--- config.mk ---
export PLATFORM = sky130hd
export DESIGN_NAME = execute_stage_mc_flat
export DESIGN_NICKNAME = d
export VERILOG_FILES = /design/src/rtl/execute_stage_mc_if.sv /design/src/rtl/execute_stage_mc.sv /design/src/flat_wrapper.sv
export SDC_FILE = /design/constraint.sdc
export NUM_CORES = 1
export LEC_CHECK = 0
export BUFFER_PORTS_ARGS = -buffer_cell sky130_fd_sc_hd__buf_2
export CORE_ASPECT_RATIO = 0.8
export CORE_MARGIN = 2
export CORE_UTILIZATION = 38
export DETAILED_ROUTE_END_ITERATION = 10
export SYNTH_ARGS = -nofsm -noshare
export SYNTH_HDL_FRONTEND = slang
export SYNTH_SLANG_ARGS = --single-unit
export TNS_END_PERCENT = 100
--- constraint.sdc ---
create_clock -name clock_i -period 7.1 [get_ports clock_i]
set_input_delay 1.775 -clock clock_i [delete_from_list [all_inputs] [get_ports clock_i]]
set_output_delay 1.775 -clock clock_i [all_outputs]
set_load 0.02 [all_outputs]
--- src/rtl/execute_stage_mc_if.sv ---
// Handshake/data bundle between the DX register, the EX stage and the MEM stage.
//   DX side -> EX : flush, in_valid, operands, forwarding selects, decode fields, alu_op
//   EX -> DX side : in_ready, busy
//   EX -> MEM     : out_valid, ALUresult, outB, regWriteSel, negF, zeroF
// master: pipeline/control side driving ops; slave: the execute stage.
interface execute_stage_mc_if #(
  parameter int unsigned WIDTH = 32,
  parameter int unsigned REGW  = 5
);
  logic             flush;
  logic             in_valid;
  logic             in_ready;
  logic [WIDTH-1:0] rs_data;
  logic [WIDTH-1:0] rt_data;
  logic [WIDTH-1:0] mem_fwd;
  logic [WIDTH-1:0] wb_fwd;
  logic [1:0]       forwardA;
  logic [1:0]       forwardB;
  logic [WIDTH-1:0] immediate;
  logic             ALUSrc;
  logic             regDst;
  logic [REGW-1:0]  rt_DX;
  logic [REGW-1:0]  rd_DX;
  logic [3:0]       alu_op;
  logic             out_valid;
  logic [WIDTH-1:0] ALUresult;
  logic [WIDTH-1:0] outB;
  logic [REGW-1:0]  regWriteSel;
  logic             negF;
  logic             zeroF;
  logic             busy;

  modport master (
    output flush, in_valid, rs_data, rt_data, mem_fwd, wb_fwd, forwardA, forwardB,
           immediate, ALUSrc, regDst, rt_DX, rd_DX, alu_op,
    input  in_ready, out_valid, ALUresult, outB, regWriteSel, negF, zeroF, busy
  );

  modport slave (
    input  flush, in_valid, rs_data, rt_data, mem_fwd, wb_fwd, forwardA, forwardB,
           immediate, ALUSrc, regDst, rt_DX, rd_DX, alu_op,
    output in_ready, out_valid, ALUresult, outB, regWriteSel, negF, zeroF, busy
  );
endinterface

--- src/rtl/execute_stage_mc.sv ---
// Pipeline EX stage with valid/ready handshake, synchronous flush, zero/negative flags and an
// iterative shift-add unsigned multiplier writing internal HI/LO.
//   clock_i : rising-edge clock
//   reset_i : synchronous, active-high reset
//   ex_if   : execute_stage_mc_if.slave (DX inputs, in_ready/busy, EX/MEM registered outputs)
module execute_stage_mc #(
  parameter int unsigned WIDTH = 32,
  parameter int unsigned REGW  = 5
) (
  input logic               clock_i,
  input logic               reset_i,
  execute_stage_mc_if.slave ex_if
);
  localparam int unsigned SHW = $clog2(WIDTH);

  localparam logic [3:0] OpAdd  = 4'd0;
  localparam logic [3:0] OpSub  = 4'd1;
  localparam logic [3:0] OpAnd  = 4'd2;
  localparam logic [3:0] OpOr   = 4'd3;
  localparam logic [3:0] OpXor  = 4'd4;
  localparam logic [3:0] OpSlt  = 4'd5;
  localparam logic [3:0] OpSll  = 4'd6;
  localparam logic [3:0] OpSrl  = 4'd7;
  localparam logic [3:0] OpMult = 4'd8;
  localparam logic [3:0] OpMflo = 4'd9;
  localparam logic [3:0] OpMfhi = 4'd10;

  typedef enum logic [0:0] {StIdle, StMul} state_e;

  state_e             state_q, state_d;
  logic [WIDTH-1:0]   hi_q, hi_d, lo_q, lo_d;
  logic [2*WIDTH-1:0] mcand_q, mcand_d, acc_q, acc_d;
  logic [WIDTH-1:0]   mplier_q, mplier_d;
  logic [SHW-1:0]     cnt_q, cnt_d;
  logic [WIDTH-1:0]   result_q, result_d, outb_q, outb_d;
  logic [REGW-1:0]    sel_q, sel_d;
  logic               neg_q, neg_d, zero_q, zero_d, valid_q, valid_d;

  logic [WIDTH-1:0]   op_a, fwd_b, op_b, alu_res;
  logic [2*WIDTH-1:0] acc_next;
  logic               accept;

  function automatic logic [WIDTH-1:0] fwd_sel(input logic [1:0] sel, input logic [WIDTH-1:0] reg_v,
                                               input logic [WIDTH-1:0] mem_v,
                                               input logic [WIDTH-1:0] wb_v);
    logic [WIDTH-1:0] r;
    unique case (sel)
      2'b00:   r = reg_v;
      2'b01:   r = mem_v;
      2'b10:   r = wb_v;
      default: r = '0;
    endcase
    return r;
  endfunction

  assign op_a  = fwd_sel(ex_if.forwardA, ex_if.rs_data, ex_if.mem_fwd, ex_if.wb_fwd);
  assign fwd_b = fwd_sel(ex_if.forwardB, ex_if.rt_data, ex_if.mem_fwd, ex_if.wb_fwd);
  assign op_b  = ex_if.ALUSrc ? ex_if.immediate : fwd_b;

  assign ex_if.in_ready = (state_q == StIdle);
  assign ex_if.busy     = (state_q == StMul);
  assign accept         = ex_if.in_valid & ex_if.in_ready & ~ex_if.flush;

  always_comb begin
    alu_res = '0;
    case (ex_if.alu_op)
      OpAdd:   alu_res = op_a + op_b;
      OpSub:   alu_res = op_a - op_b;
      OpAnd:   alu_res = op_a & op_b;
      OpOr:    alu_res = op_a | op_b;
      OpXor:   alu_res = op_a ^ op_b;
      OpSlt:   alu_res = {{(WIDTH-1){1'b0}}, ($signed(op_a) < $signed(op_b))};
      OpSll:   alu_res = op_a << op_b[SHW-1:0];
      OpSrl:   alu_res = op_a >> op_b[SHW-1:0];
      OpMflo:  alu_res = lo_q;
      OpMfhi:  alu_res = hi_q;
      default: alu_res = '0;
    endcase
  end

  // One shift-add step: multiplicand moves left, multiplier right, LSB gates the add.
  assign acc_next = acc_q + (mplier_q[0] ? mcand_q : '0);

  always_comb begin
    state_d  = state_q;
    hi_d     = hi_q;
    lo_d     = lo_q;
    mcand_d  = mcand_q;
    acc_d    = acc_q;
    mplier_d = mplier_q;
    cnt_d    = cnt_q;
    result_d = result_q;
    outb_d   = outb_q;
    sel_d    = sel_q;
    neg_d    = neg_q;
    zero_d   = zero_q;
    valid_d  = 1'b0;
    unique case (state_q)
      StIdle: begin
        if (accept) begin
          if (ex_if.alu_op == OpMult) begin
            state_d  = StMul;
            cnt_d    = '0;
            acc_d    = '0;
            mcand_d  = {{WIDTH{1'b0}}, op_a};
            mplier_d = op_b;
          end else begin
            valid_d  = 1'b1;
            result_d = alu_res;
            outb_d   = fwd_b;
            sel_d    = ex_if.regDst ? ex_if.rd_DX : ex_if.rt_DX;
            neg_d    = alu_res[WIDTH-1];
            zero_d   = (alu_res == '0);
          end
        end
      end
      StMul: begin
        if (ex_if.flush) begin
          // Abort leaves HI/LO and the output registers untouched.
          state_d = StIdle;
        end else begin
          acc_d    = acc_next;
          mcand_d  = mcand_q << 1;
          mplier_d = mplier_q >> 1;
          cnt_d    = cnt_q + 1'b1;
          if (cnt_q == SHW'(WIDTH - 1)) begin
            state_d      = StIdle;
            {hi_d, lo_d} = acc_next;
            result_d     = acc_next[WIDTH-1:0];
            sel_d        = '0;
            valid_d      = 1'b1;
            neg_d        = acc_next[WIDTH-1];
            zero_d       = (acc_next[WIDTH-1:0] == '0);
          end
        end
      end
      default: state_d = StIdle;
    endcase
  end

  always_ff @(posedge clock_i) begin
    if (reset_i) begin
      state_q  <= StIdle;
      hi_q     <= '0;
      lo_q     <= '0;
      mcand_q  <= '0;
      acc_q    <= '0;
      mplier_q <= '0;
      cnt_q    <= '0;
      result_q <= '0;
      outb_q   <= '0;
      sel_q    <= '0;
      neg_q    <= 1'b0;
      zero_q   <= 1'b0;
      valid_q  <= 1'b0;
    end else begin
      state_q  <= state_d;
      hi_q     <= hi_d;
      lo_q     <= lo_d;
      mcand_q  <= mcand_d;
      acc_q    <= acc_d;
      mplier_q <= mplier_d;
      cnt_q    <= cnt_d;
      result_q <= result_d;
      outb_q   <= outb_d;
      sel_q    <= sel_d;
      neg_q    <= neg_d;
      zero_q   <= zero_d;
      valid_q  <= valid_d;
    end
  end

  assign ex_if.out_valid   = valid_q;
  assign ex_if.ALUresult   = result_q;
  assign ex_if.outB        = outb_q;
  assign ex_if.regWriteSel = sel_q;
  assign ex_if.negF        = neg_q;
  assign ex_if.zeroF       = zero_q;
endmodule
--- src/flat_wrapper.sv ---
// flat-port wrapper written by rule: the top's interface ports become plain ports
module execute_stage_mc_flat 
#(
  parameter int unsigned WIDTH = 32,
  parameter int unsigned REGW  = 5
)
  (clock_i, reset_i, ex_if_flush, ex_if_in_valid, ex_if_rs_data, ex_if_rt_data, ex_if_mem_fwd, ex_if_wb_fwd, ex_if_forwardA, ex_if_forwardB, ex_if_immediate, ex_if_ALUSrc, ex_if_regDst, ex_if_rt_DX, ex_if_rd_DX, ex_if_alu_op, ex_if_in_ready, ex_if_out_valid, ex_if_ALUresult, ex_if_outB, ex_if_regWriteSel, ex_if_negF, ex_if_zeroF, ex_if_busy);
  execute_stage_mc_if #(.WIDTH(WIDTH), .REGW(REGW)) ex_if_i ();
  input logic clock_i;
  input logic reset_i;
  input wire logic [$bits(ex_if_i.flush)-1:0] ex_if_flush;
  input wire logic [$bits(ex_if_i.in_valid)-1:0] ex_if_in_valid;
  input wire logic [$bits(ex_if_i.rs_data)-1:0] ex_if_rs_data;
  input wire logic [$bits(ex_if_i.rt_data)-1:0] ex_if_rt_data;
  input wire logic [$bits(ex_if_i.mem_fwd)-1:0] ex_if_mem_fwd;
  input wire logic [$bits(ex_if_i.wb_fwd)-1:0] ex_if_wb_fwd;
  input wire logic [$bits(ex_if_i.forwardA)-1:0] ex_if_forwardA;
  input wire logic [$bits(ex_if_i.forwardB)-1:0] ex_if_forwardB;
  input wire logic [$bits(ex_if_i.immediate)-1:0] ex_if_immediate;
  input wire logic [$bits(ex_if_i.ALUSrc)-1:0] ex_if_ALUSrc;
  input wire logic [$bits(ex_if_i.regDst)-1:0] ex_if_regDst;
  input wire logic [$bits(ex_if_i.rt_DX)-1:0] ex_if_rt_DX;
  input wire logic [$bits(ex_if_i.rd_DX)-1:0] ex_if_rd_DX;
  input wire logic [$bits(ex_if_i.alu_op)-1:0] ex_if_alu_op;
  output wire logic [$bits(ex_if_i.in_ready)-1:0] ex_if_in_ready;
  output wire logic [$bits(ex_if_i.out_valid)-1:0] ex_if_out_valid;
  output wire logic [$bits(ex_if_i.ALUresult)-1:0] ex_if_ALUresult;
  output wire logic [$bits(ex_if_i.outB)-1:0] ex_if_outB;
  output wire logic [$bits(ex_if_i.regWriteSel)-1:0] ex_if_regWriteSel;
  output wire logic [$bits(ex_if_i.negF)-1:0] ex_if_negF;
  output wire logic [$bits(ex_if_i.zeroF)-1:0] ex_if_zeroF;
  output wire logic [$bits(ex_if_i.busy)-1:0] ex_if_busy;
  assign ex_if_i.flush = ex_if_flush;
  assign ex_if_i.in_valid = ex_if_in_valid;
  assign ex_if_i.rs_data = ex_if_rs_data;
  assign ex_if_i.rt_data = ex_if_rt_data;
  assign ex_if_i.mem_fwd = ex_if_mem_fwd;
  assign ex_if_i.wb_fwd = ex_if_wb_fwd;
  assign ex_if_i.forwardA = ex_if_forwardA;
  assign ex_if_i.forwardB = ex_if_forwardB;
  assign ex_if_i.immediate = ex_if_immediate;
  assign ex_if_i.ALUSrc = ex_if_ALUSrc;
  assign ex_if_i.regDst = ex_if_regDst;
  assign ex_if_i.rt_DX = ex_if_rt_DX;
  assign ex_if_i.rd_DX = ex_if_rd_DX;
  assign ex_if_i.alu_op = ex_if_alu_op;
  assign ex_if_in_ready = ex_if_i.in_ready;
  assign ex_if_out_valid = ex_if_i.out_valid;
  assign ex_if_ALUresult = ex_if_i.ALUresult;
  assign ex_if_outB = ex_if_i.outB;
  assign ex_if_regWriteSel = ex_if_i.regWriteSel;
  assign ex_if_negF = ex_if_i.negF;
  assign ex_if_zeroF = ex_if_i.zeroF;
  assign ex_if_busy = ex_if_i.busy;
  execute_stage_mc #(.WIDTH(WIDTH), .REGW(REGW)) u_core (.clock_i(clock_i), .reset_i(reset_i), .ex_if(ex_if_i));
endmodule
# == Yosys cells after proc, flatten, opt, wreduce, memory -nomap -nowiden ==
# Index checks and enable logic that the tools add are counted.
# classes
n_eq_ne,20
shifts,2
n_lt_le_gt_ge,1
n_reduce_logical,9
mux,52
bitwise_logic,8
n_addsub,4
# op_table
operator,n
64-bit 2-to-1 mux,7
32-bit case mux with 10 select lines,1
32-bit 2-to-1 mux,8
64-bit case mux with 2 select lines,2
32-bit case mux with 3 select lines,2
32-bit case mux with 2 select lines,2
64-bit adder,1
32-bit logical NOT,2
5-bit 2-to-1 mux,8
32-bit adder,1
32-bit bitwise AND,1
32-bit < comparator,1
32-bit bitwise OR,1
32-bit by 5-bit << shifter with 32-bit output,1
32-bit by 5-bit right shift with 32-bit output,1
32-bit subtractor,1
32-bit bitwise XOR,1
5-bit case mux with 2 select lines,2
4-bit by 3-bit == test with 1-bit output (second input constant),4
1-bit 2-to-1 mux,16
4-bit == test (second input constant),3
2-bit inequality test (second input constant),5
3-bit AND reduction,3
4-bit by 2-bit == test with 1-bit output (second input constant),2
11 further kinds,20
# word_totals
wordCells,109
regBits,302
input_bits,184
out_inout_bits,74

# == Logic depth before layout (Yosys ltp) ==
# Gate-level depths: netlist of the first run.
# logic_depth
depth_word,9
ltp_mapped,24
mapped_depth_nobuf,19

# == Worst setup path before layout of the first run ==
# OpenSTA, ideal clock, no wires.
# synth_timing
kind,in2reg
from,input ex_if_forwardB[1]
to,register u_core.zero_q (netlist: u_core.ex_if.zeroF)
path_stages,22
t_arrival_ns,6.596
setup_time_ns,0.087
setup_slack_ns,0.417
cell_sequence,buf_2 -> nor2_1 -> a221oi_4 -> inv_4 -> buf_6 -> buf_6 -> buf_2 -> clkbuf_1 -> ha_1 -> inv_1 -> fa_1 -> nor2_1 -> o311ai_0 -> a21oi_1 -> a31oi_1 -> o311ai_0 -> o311ai_0 -> a221o_1 -> a2111oi_2 -> nor4bb_1 -> nand4b_1 -> o31ai_1
# synth_between
elab_chain_cells,9
elab_cells_between_ends,18
cone_classes,2 x add/sub; 1 x order compare; 2 x eq/ne; 2 x shift; 6 x mux; 3 x bitwise; 2 x reduce/logical
# synth_lines
item,line,source
"start, declared",flat_wrapper.sv:18,input wire logic [$bits(ex_if_i.forwardB)-1:0] ex_if_forwardB;
2-bit == test (tied with other cells),execute_stage_mc.sv:47,unique case (sel)
32-bit case mux with 3 select lines (*),execute_stage_mc.sv:47,
32-bit 2-to-1 mux (*),execute_stage_mc.sv:58,assign op_b = ex_if.ALUSrc ? ex_if.immediate : fwd_b;
32-bit subtractor (tied with other cells),execute_stage_mc.sv:68,OpSub: alu_res = op_a - op_b;
32-bit case mux with 10 select lines (*),execute_stage_mc.sv:66,case (ex_if.alu_op)
32-bit logical NOT (*),execute_stage_mc.sv:113,zero_d = (alu_res == '0);
1-bit 2-to-1 mux (*),execute_stage_mc.sv:101,if (ex_if.alu_op == OpMult) begin
1-bit 2-to-1 mux (*),execute_stage_mc.sv:100,if (accept) begin
1-bit case mux with 2 select lines (*),execute_stage_mc.sv:98,unique case (state_q)
"end signal, assigned",execute_stage_mc.sv:168,zero_q <= zero_d;
"end, declared",execute_stage_mc.sv:37,"logic neg_q, neg_d, zero_q, zero_d, valid_q, valid_d;"
# Every way passes the cells marked *; elsewhere a longest branch is shown, timed or not. The select of a mux whose other input is x is not followed.
# A chain may end at the register's enable or synchronous reset.

# == Worst setup path after layout of the first run ==
# Ends and elaborated chain as after synthesis.

==> summary.md, run 1 <==
| Metric | Value |
|---|---|
| Max-cap violation count | `0` |
| Post-synth cell types | `86` |
| Pin count of the biggest net entering global routing | `173` |
| Crit path kind | `in -> reg` |
| Hold WC Path Type | `reg -> reg` |
| CP required | `7.58 ns` |
| Pre-CTS WS | `0.1159 ns` |
| Metal3 WL | `roughly 16 mm` |
| TritonRoute pass-1 iters | `6` |
| CTS root buffer | `clkbuf_16` |
| Crit-path max FO | `14` |
| Die area | `69280 um^2` |
| Initial core utilization | `38.61%` |
| Syn-to-layout area delta | `15.60%` |
| DR vias/cell | `6.299` |
| DP Area | `28310 um^2` |
| Min Tclk post-route | `6.604 ns` |
| Share of cells above drive strength 1 | `15.49%` |
| Post_cts resized | `0` |
| Syn_area_per_cell | `7.314 um^2` |
| Routed len/inst | `between 20 and 30 um` |
| Maximum vdd ir drop | `0.2261 mV` |
| Max-slew violation count | `0` |
| Post-synth top area cell | `dfxtp_1` |
| Post-Syn Instances | `3490` |
| Initial antenna violation count | `9` |
| Multi-input logic area | `~18000 um^2` |
| Period utilization | `93.01%` |
| Met2 WL | `48.71 mm` |
| Main synth FF type | `dfxtp_1` |
| Worst-margin pin slew | `1.365 ns` |
| Leakage | `12.38 nW` |
| DRT iter0 DRCs | `approximately 4300` |
| Post-layout instance area | `29510 um^2` |
| Met1 Wirelength | `roughly 57 mm` |
| Max Fclk | `0.1514 GHz` |
| Slew headroom | `9.029%` |
| First-pass GRT wire length | `183.9 mm` |
| Post-synth top area share | `23.61%` |
| Setup_tns | `0 ns` |
| Fin Clk Skew | `0.02140 ns` |
| Max Used Layer | `met5` |
| RSZ-0062 raised after global routing | `no` |
| Nets | `4055` |
| Port bufs | `approximately 260` |
| Final WL | `127.3 mm` |
| Worst-case clock buffer depth | `3` |
| Syn_nets | `3841` |
| Std cell rows | `84` |
| Power Dens Cells | `roughly 190 nW/um^2` |
| Worst setup margin | `0.4964 ns` |
| Number of synthesized flops with an enable pin | `0` |
| Status | `completed` |
| FF+latch count, synth | `about 300` |
| Total number of vias | `28940` |
| Reg area | `approximately 6000 um^2` |
| Clk Latency, worst-skew pair | `0.57 ns` |
| CP Launch Type | `input pin` |
| H-tree levels | `2` |
| Area of the mapped netlist | `25530 um^2` |
| Remaining routing DRC violations | `0` |
| FILL cells | `~6900` |
| Hold Crit Depth | `2` |
| Post-CTS Setup Repair Bufs | `0` |
| # hold bufs at CTS | `0` |
| GRT Total Usage | `35.36%` |
| Die H | `235.8 um` |
| Ys async rst share | `0%` |
| Nature of the critical path endpoint | `register` |
| Top post-synthesis cells by count | `nand2_1, a21oi_1, nor2_1` |
| TritonCTS clock tree | `yes` |
| Hold Worst Slack | `0.4519 ns` |
| Clk slew on worst S/H paths | `0.07 ns` |
| Most common cell in the synthesized netlist | `nand2_1` |
| Post-synthesis sequential area ratio | `23.61%` |
| Worst Reg2Reg Path Length in Cells | `17` |
| Ports | `about 260` |
| Final Hold Violating Endpoints | `0` |
| Num CTS Buffers | `35` |
| Core area | `66110 um^2` |
| Die Wd | `293.8 um` |
| Critical path arrival | `about 7.1 ns` |
| Setup-failing EPs final | `0` |
| Vias in the first global route | `26230` |
| Gr ovfl total | `0` |
| Total power | `between 5 and 6 mW` |
| HPWL after detailed placement | `98.85 mm` |
| Clock sink count | `301` |
| Synth warn | `0` |
| Antenna Nets Post-Route | `0` |
| GP Congestion | `1.110` |
| Synth area leaders | `dfxtp_1, mux2i_1, ha_1` |
==> cell families (layout without fill, tap and decap cells) <==
family                     Yosys count  count (layout)  share of synthesized area (%)
adders and majority gates          167             167                          8.274
muxes                              248             248                          9.950
DFF                                301             301                          23.61
AOI/OAI and AO/OA                 1105            1105                          28.19
xor gates and xnor gates            75              75                          2.573
buffers and inverters              378             614                          6.039
other                                0               8                              0
and+or+nand+nor                   1216            1216                          21.37
==> worst max-delay path: stages <==
cell and delay (ns):
buf_2 0.22, nor2b_2 0.21, buf_4 0.22, buf_4 0.21, nand2_1 0.07, o21ai_0 0.11
mux2_2 0.25, inv_1 0.07, ha_1 0.33, nor4_1 0.47, a21bo_2 0.28, o211ai_1 0.07
a31oi_1 0.09, buf_4 0.21, o311ai_0 0.41, o311ai_0 0.39, a221o_1 0.46, a2111oi_2 0.46
nor4bb_1 0.37, nand4b_1 0.15, o31ai_1 0.23
==> layout by cell type (no fill, tap or decap), drive strengths merged, types with 19 or more instances in the layout <==
master   count
a211oi      41
a21o        45
a21oi      383
a221oi      37
a22oi       90
a31oi       36
and2        77
and3        22
buf        437
clkbuf      48
dfxtp      301
ha         164
inv        121
mux2        43
mux2i      205
nand2      427
nand2b      39
nand3      119
nand4       21
nor2       349
nor2b       23
nor3        86
o211ai      31
o21ai      168
o21bai      19
o221ai      23
o22ai       35
o2bb2ai     38
xnor2       51
xor2        24
==> through the flow <==
stage,utilization [%],std cells
finish,44.63,4594
global placement,42.82,4527
CTS,44.60,4586
floorplan,-,3490
detailed placement,42.82,4527
global route,44.61,4588
==> layout make-up <==
| class | count | share of cell area [%] |
|---|---|---|
| antenna | 8 | 0.06785 |
| clock buffer | 48 | 3.473 |
| clock inverter | 11 | 0.5216 |
| inverter | 118 | 1.510 |
| multi-input combinational | 2811 | 61.25 |
| sequential | 301 | 20.43 |
| tap | 860 | 3.647 |
| timing repair buffer | 437 | 9.100 |
==> final timing paths <==
| kind | startpoint | end | slack, ns |
|---|---|---|---|
| hold / removal | u_core.ex_if.ALUresult[24] | u_core.ex_if.ALUresult[24] | 0.45 |
| setup / recovery | ex_if_forwardB[1] | u_core.ex_if.zeroF | 0.50 |
| setup reg to reg | u_core.mplier_q[0] | u_core.hi_q[28] | 1.59 |
| hold reg to reg | u_core.ex_if.ALUresult[24] | u_core.ex_if.ALUresult[24] | 0.45 |
==> routing by layer <==
metal | track usage, % | vias to the layer above
met5 | 0 | -
met4 | 12.71 | 2
met3 | 12.03 | 270
met2 | 47.05 | 1696
met1 | 51.67 | 13880
li1 | - | 13100
==> report_power, final <==
part / leakage (nW) / switching, mW / total, mW / internal (mW)
Clock: 0.581 / 0.787 / 1.91 / 1.12
Sequential: 2.43 / 0.0186 / 1.73 / 1.72
Combinational: 9.36 / 1.22 / 1.83 / 0.608
Total: 12.4 / 2.03 / 5.47 / 3.45
==> sequential cells by signal, summed over array words and instances (netlist names), 5 cells and up <==
name / flops
u_core.acc_q: 64
u_core.mcand_q: 64
u_core.ex_if.ALUresult: 32
u_core.ex_if.outB: 32
u_core.hi_q: 32
u_core.lo_q: 32
u_core.mplier_q: 32
u_core.cnt_q: 5
u_core.ex_if.regWriteSel: 5
Power figures use the tool's default switching activity.
==> run 2, diff against run 1 <==
- ABC_AREA: not set -> 1
==> summary.md, run 2 <==
| Metric | Value |
|---|---|
| Most common cell after layout, fill and taps aside | `nand2_1` |
| Crit path kind | `in -> reg` |
| Num CTS Buffers | `38 (+8.6%)` |
| Worst-margin pin slew | `1.217 ns (-0.1471 ns)` |
| Pin count of the biggest net entering global routing | `79 (-54%)` |
| Gr ovfl total | `0 (unchanged)` |
| Synth area leaders | `dfxtp_1, nand2_1, nand3_1` |
| Crit path cell chain | `buf_2, nor2_1, inv_2, nor2_1, nor2_1, buf_4, inv_1, ha_1, nand2_1, o21ai_0, nand2_1, nand2_1, a21oi_1, o21ai_0, nand2_1, a21oi_1, nand3_1, nor2_1, nand2_1, nor2_1, nand2_1, nor2_1, nand3_1, a21oi_1` |
| Max-slew violation count | `0 (unchanged)` |
| CP peak stage delay | `0.84 ns (+0.37 ns)` |
| Core area | `72120 um^2 (+9.1%)` |
| Ys async rst share | `0% (unchanged)` |
| CP required | `7.62 ns (+0.04 ns)` |
| DR vias/cell | `5.717 (-9.3%)` |
| Setup_tns | `0 ns (unchanged)` |
| Maximum vdd ir drop | `0.1477 mV (-35%)` |
| Share of cells above drive strength 1 | `11.41% (-4.1 points)` |
| RSZ-0062 raised after global routing | `no` |
| Final Core Density | `44.05% (-0.58 points)` |
| First-pass GRT wire length | `212.6 mm (+16%)` |
| Pre-CTS WS | `0.3669 ns (+0.2510 ns)` |
| Post-CTS Setup Repair Bufs | `0 (unchanged)` |
| Largest registers | `u_core.acc_q x64, u_core.mcand_q x64` |
| Worst-case clock buffer depth | `3 (unchanged)` |
| Final Hold Violating Endpoints | `0 (unchanged)` |
| Max Fclk | `0.1549 GHz (+2.3%)` |
| Die area | `75000 um^2 (+8.3%)` |
| DRT iter0 DRCs | `4513 (+4.4%)` |
| Crit-path max FO | `30 (+16)` |
| TritonRoute pass-1 iters | `7 (+1)` |
| Nature of the critical path endpoint | `register` |
| Min Tclk post-route | `6.455 ns (-0.1481 ns)` |
| Commonest non-fill, non-tap cells in the layout | `nand2_1, inv_1, nand3_1` |
| Initial antenna violation count | `7 (-2)` |
| Final WL | `150.0 mm (+18%)` |
| CP Launch Type | `input pin` |
| Vias in the first global route | `30350 (+16%)` |
| Routed len/inst | `24.98 um (-9.9%)` |
| Nets | `5384 (+33%)` |
| Setup-failing EPs final | `0 (unchanged)` |
| Syn_nets | `5165 (+34%)` |
| FF+latch count, synth | `301 (unchanged)` |
| CTS root buffer | `clkbuf_16` |
| HPWL after detailed placement | `122.0 mm (+23%)` |
| Initial core utilization | `38.37% (-0.24 points)` |
| Status | `completed` |
| Ports | `258 (unchanged)` |
| Remaining routing DRC violations | `0 (unchanged)` |
| Post_cts resized | `0 (unchanged)` |
| Post-synth top area cell | `dfxtp_1` |
| # hold bufs at CTS | `0 (unchanged)` |
| Total number of vias | `34330 (+19%)` |
| Leakage | `16.06 nW (+30%)` |
| Post-synth cell types | `46 (-47%)` |
| Post-synthesis sequential area ratio | `21.78% (-1.8 points)` |
| Synth warn | `0 (unchanged)` |
| Most common cell in the synthesized netlist | `nand2_1` |
| Critical path arrival | `6.97 ns (-0.11 ns)` |
| GP Congestion | `1.102 (-0.79%)` |
| Fin Clk Skew | `0.03306 ns (+0.01166 ns)` |
| Syn_area_per_cell | `5.748 um^2 (-21%)` |
| Clk Latency, worst-skew pair | `0.60 ns (+0.03 ns)` |
| Port bufs | `257 (unchanged)` |
| Area of the mapped netlist | `27670 um^2 (+8.4%)` |
| Clk slew on worst S/H paths | `0.06 ns (about the same)` |
| Max-cap violation count | `0 (unchanged)` |
| Final Non-Filler Cells | `6005 (+31%)` |
| Total power | `5.870 mW (+7.3%)` |
| Main synth FF type | `dfxtp_1` |
| Post-synth top area share | `21.78% (-1.8 points)` |
| Power Dens Cells | `184.8 nW/um^2 (-0.38%)` |
| Period utilization | `90.92% (-2.1 points)` |
| Clock sink count | `301 (unchanged)` |
| Die H | `245.4 um (+4.0%)` |
| Post-Syn Instances | `4814 (+38%)` |
| H-tree levels | `2 (unchanged)` |
| GRT Total Usage | `38.54% (+3.2 points)` |
| Std cell rows | `88 (+4.8%)` |
| Slew headroom | `18.75% (+9.7 points)` |
| Top post-synthesis cells by count | `nand2_1, inv_1, nand3_1` |
| Antenna Nets Post-Route | `0 (unchanged)` |
| Syn-to-layout area delta | `14.81%` |
| TritonCTS clock tree | `yes` |
| Hold WC Path Type | `reg -> reg` |
| Slowest-stage cell, CP | `o21ai_0` |
| Worst setup margin | `0.6445 ns (+0.1481 ns)` |
| Dpl cells | `5938 (+31%)` |
| Die Wd | `305.7 um (+4.1%)` |
| Number of synthesized flops with an enable pin | `0 (unchanged)` |
==> run 2: per-layer routing <==
| metal | part of all wire (%) | GRT usage [%] | vias up |
|---|---|---|---|
| li1 | - | - | 16150 |
| met1 | 45 | 56.93 | 16160 |
| met2 | 39 | 53.92 | 1791 |
| met3 | 12 | 10.15 | 221 |
| met4 | 3.2 | 11.30 | 8 |
| met5 | 0.038 | 0 | - |
==> run 2: path summary, 6_finish.rpt <==
path / start / end / slack, ns / cells after the start
max: ex_if_forwardA[0] / u_core.ex_if.zeroF / 0.64 / 24
min: u_core.mcand_q[63] / u_core.mcand_q[63] / 0.46 / 2
max reg2reg: u_core.mplier_q[0] / u_core.acc_q[24] / 2.37 / 14
min reg2reg: u_core.mcand_q[63] / u_core.mcand_q[63] / 0.46 / 2
==> run 2: report_power, final <==
part,internal (mW),switching [mW]
clock network,1.34,0.850
registers,1.72,0.0206
logic,0.544,1.40
==> run 2: cell type report <==
cell class                      count  area, um^2
Fill cell                        8034       40350
Multi-Input combinational cell   3659       18380
Sequential cell                   301        6027
Timing Repair Buffer              420        2516
Inverter                          613        2305
Tap cell                          945        1182
Clock buffer                       48        1050
Clock inverter                     18       310.3
Antenna cell                        1       2.502
==> run 2: critical path: cells and delay by family <==
| family | cells | cell delay [ns] |
|---|---|---|
| fa+ha+maj | 1 | 0.36 |
| simple gates | 14 | 1.91 |
| compound gates | 5 | 1.63 |
| buf+inv | 4 | 1.29 |
==> run 2: kinds of logic (layout without fill, tap and decap cells) <==
logic type,count (synthesis),in the layout,share of synthesized area (%)
buffers and inverters,854,1099,12.07
AO/OA/AOI/OAI,947,947,19.17
adder cells (fa/ha/maj),167,167,7.633
XOR/XNOR,49,49,1.551
flip-flops,301,301,21.78
AND/OR/NAND/NOR,2496,2496,37.80
other,0,1,0
==> run 2: stage by stage <==
step           hold WS (ns)  cell area [um^2]
4_1_cts              0.4692             31770
3_5_place_dp         0.4596             30410
3_3_place_gp         0.4515             30410
2_1_floorplan        0.4297             27670
5_1_grt              0.4851             31770
6_report             0.4632             31770
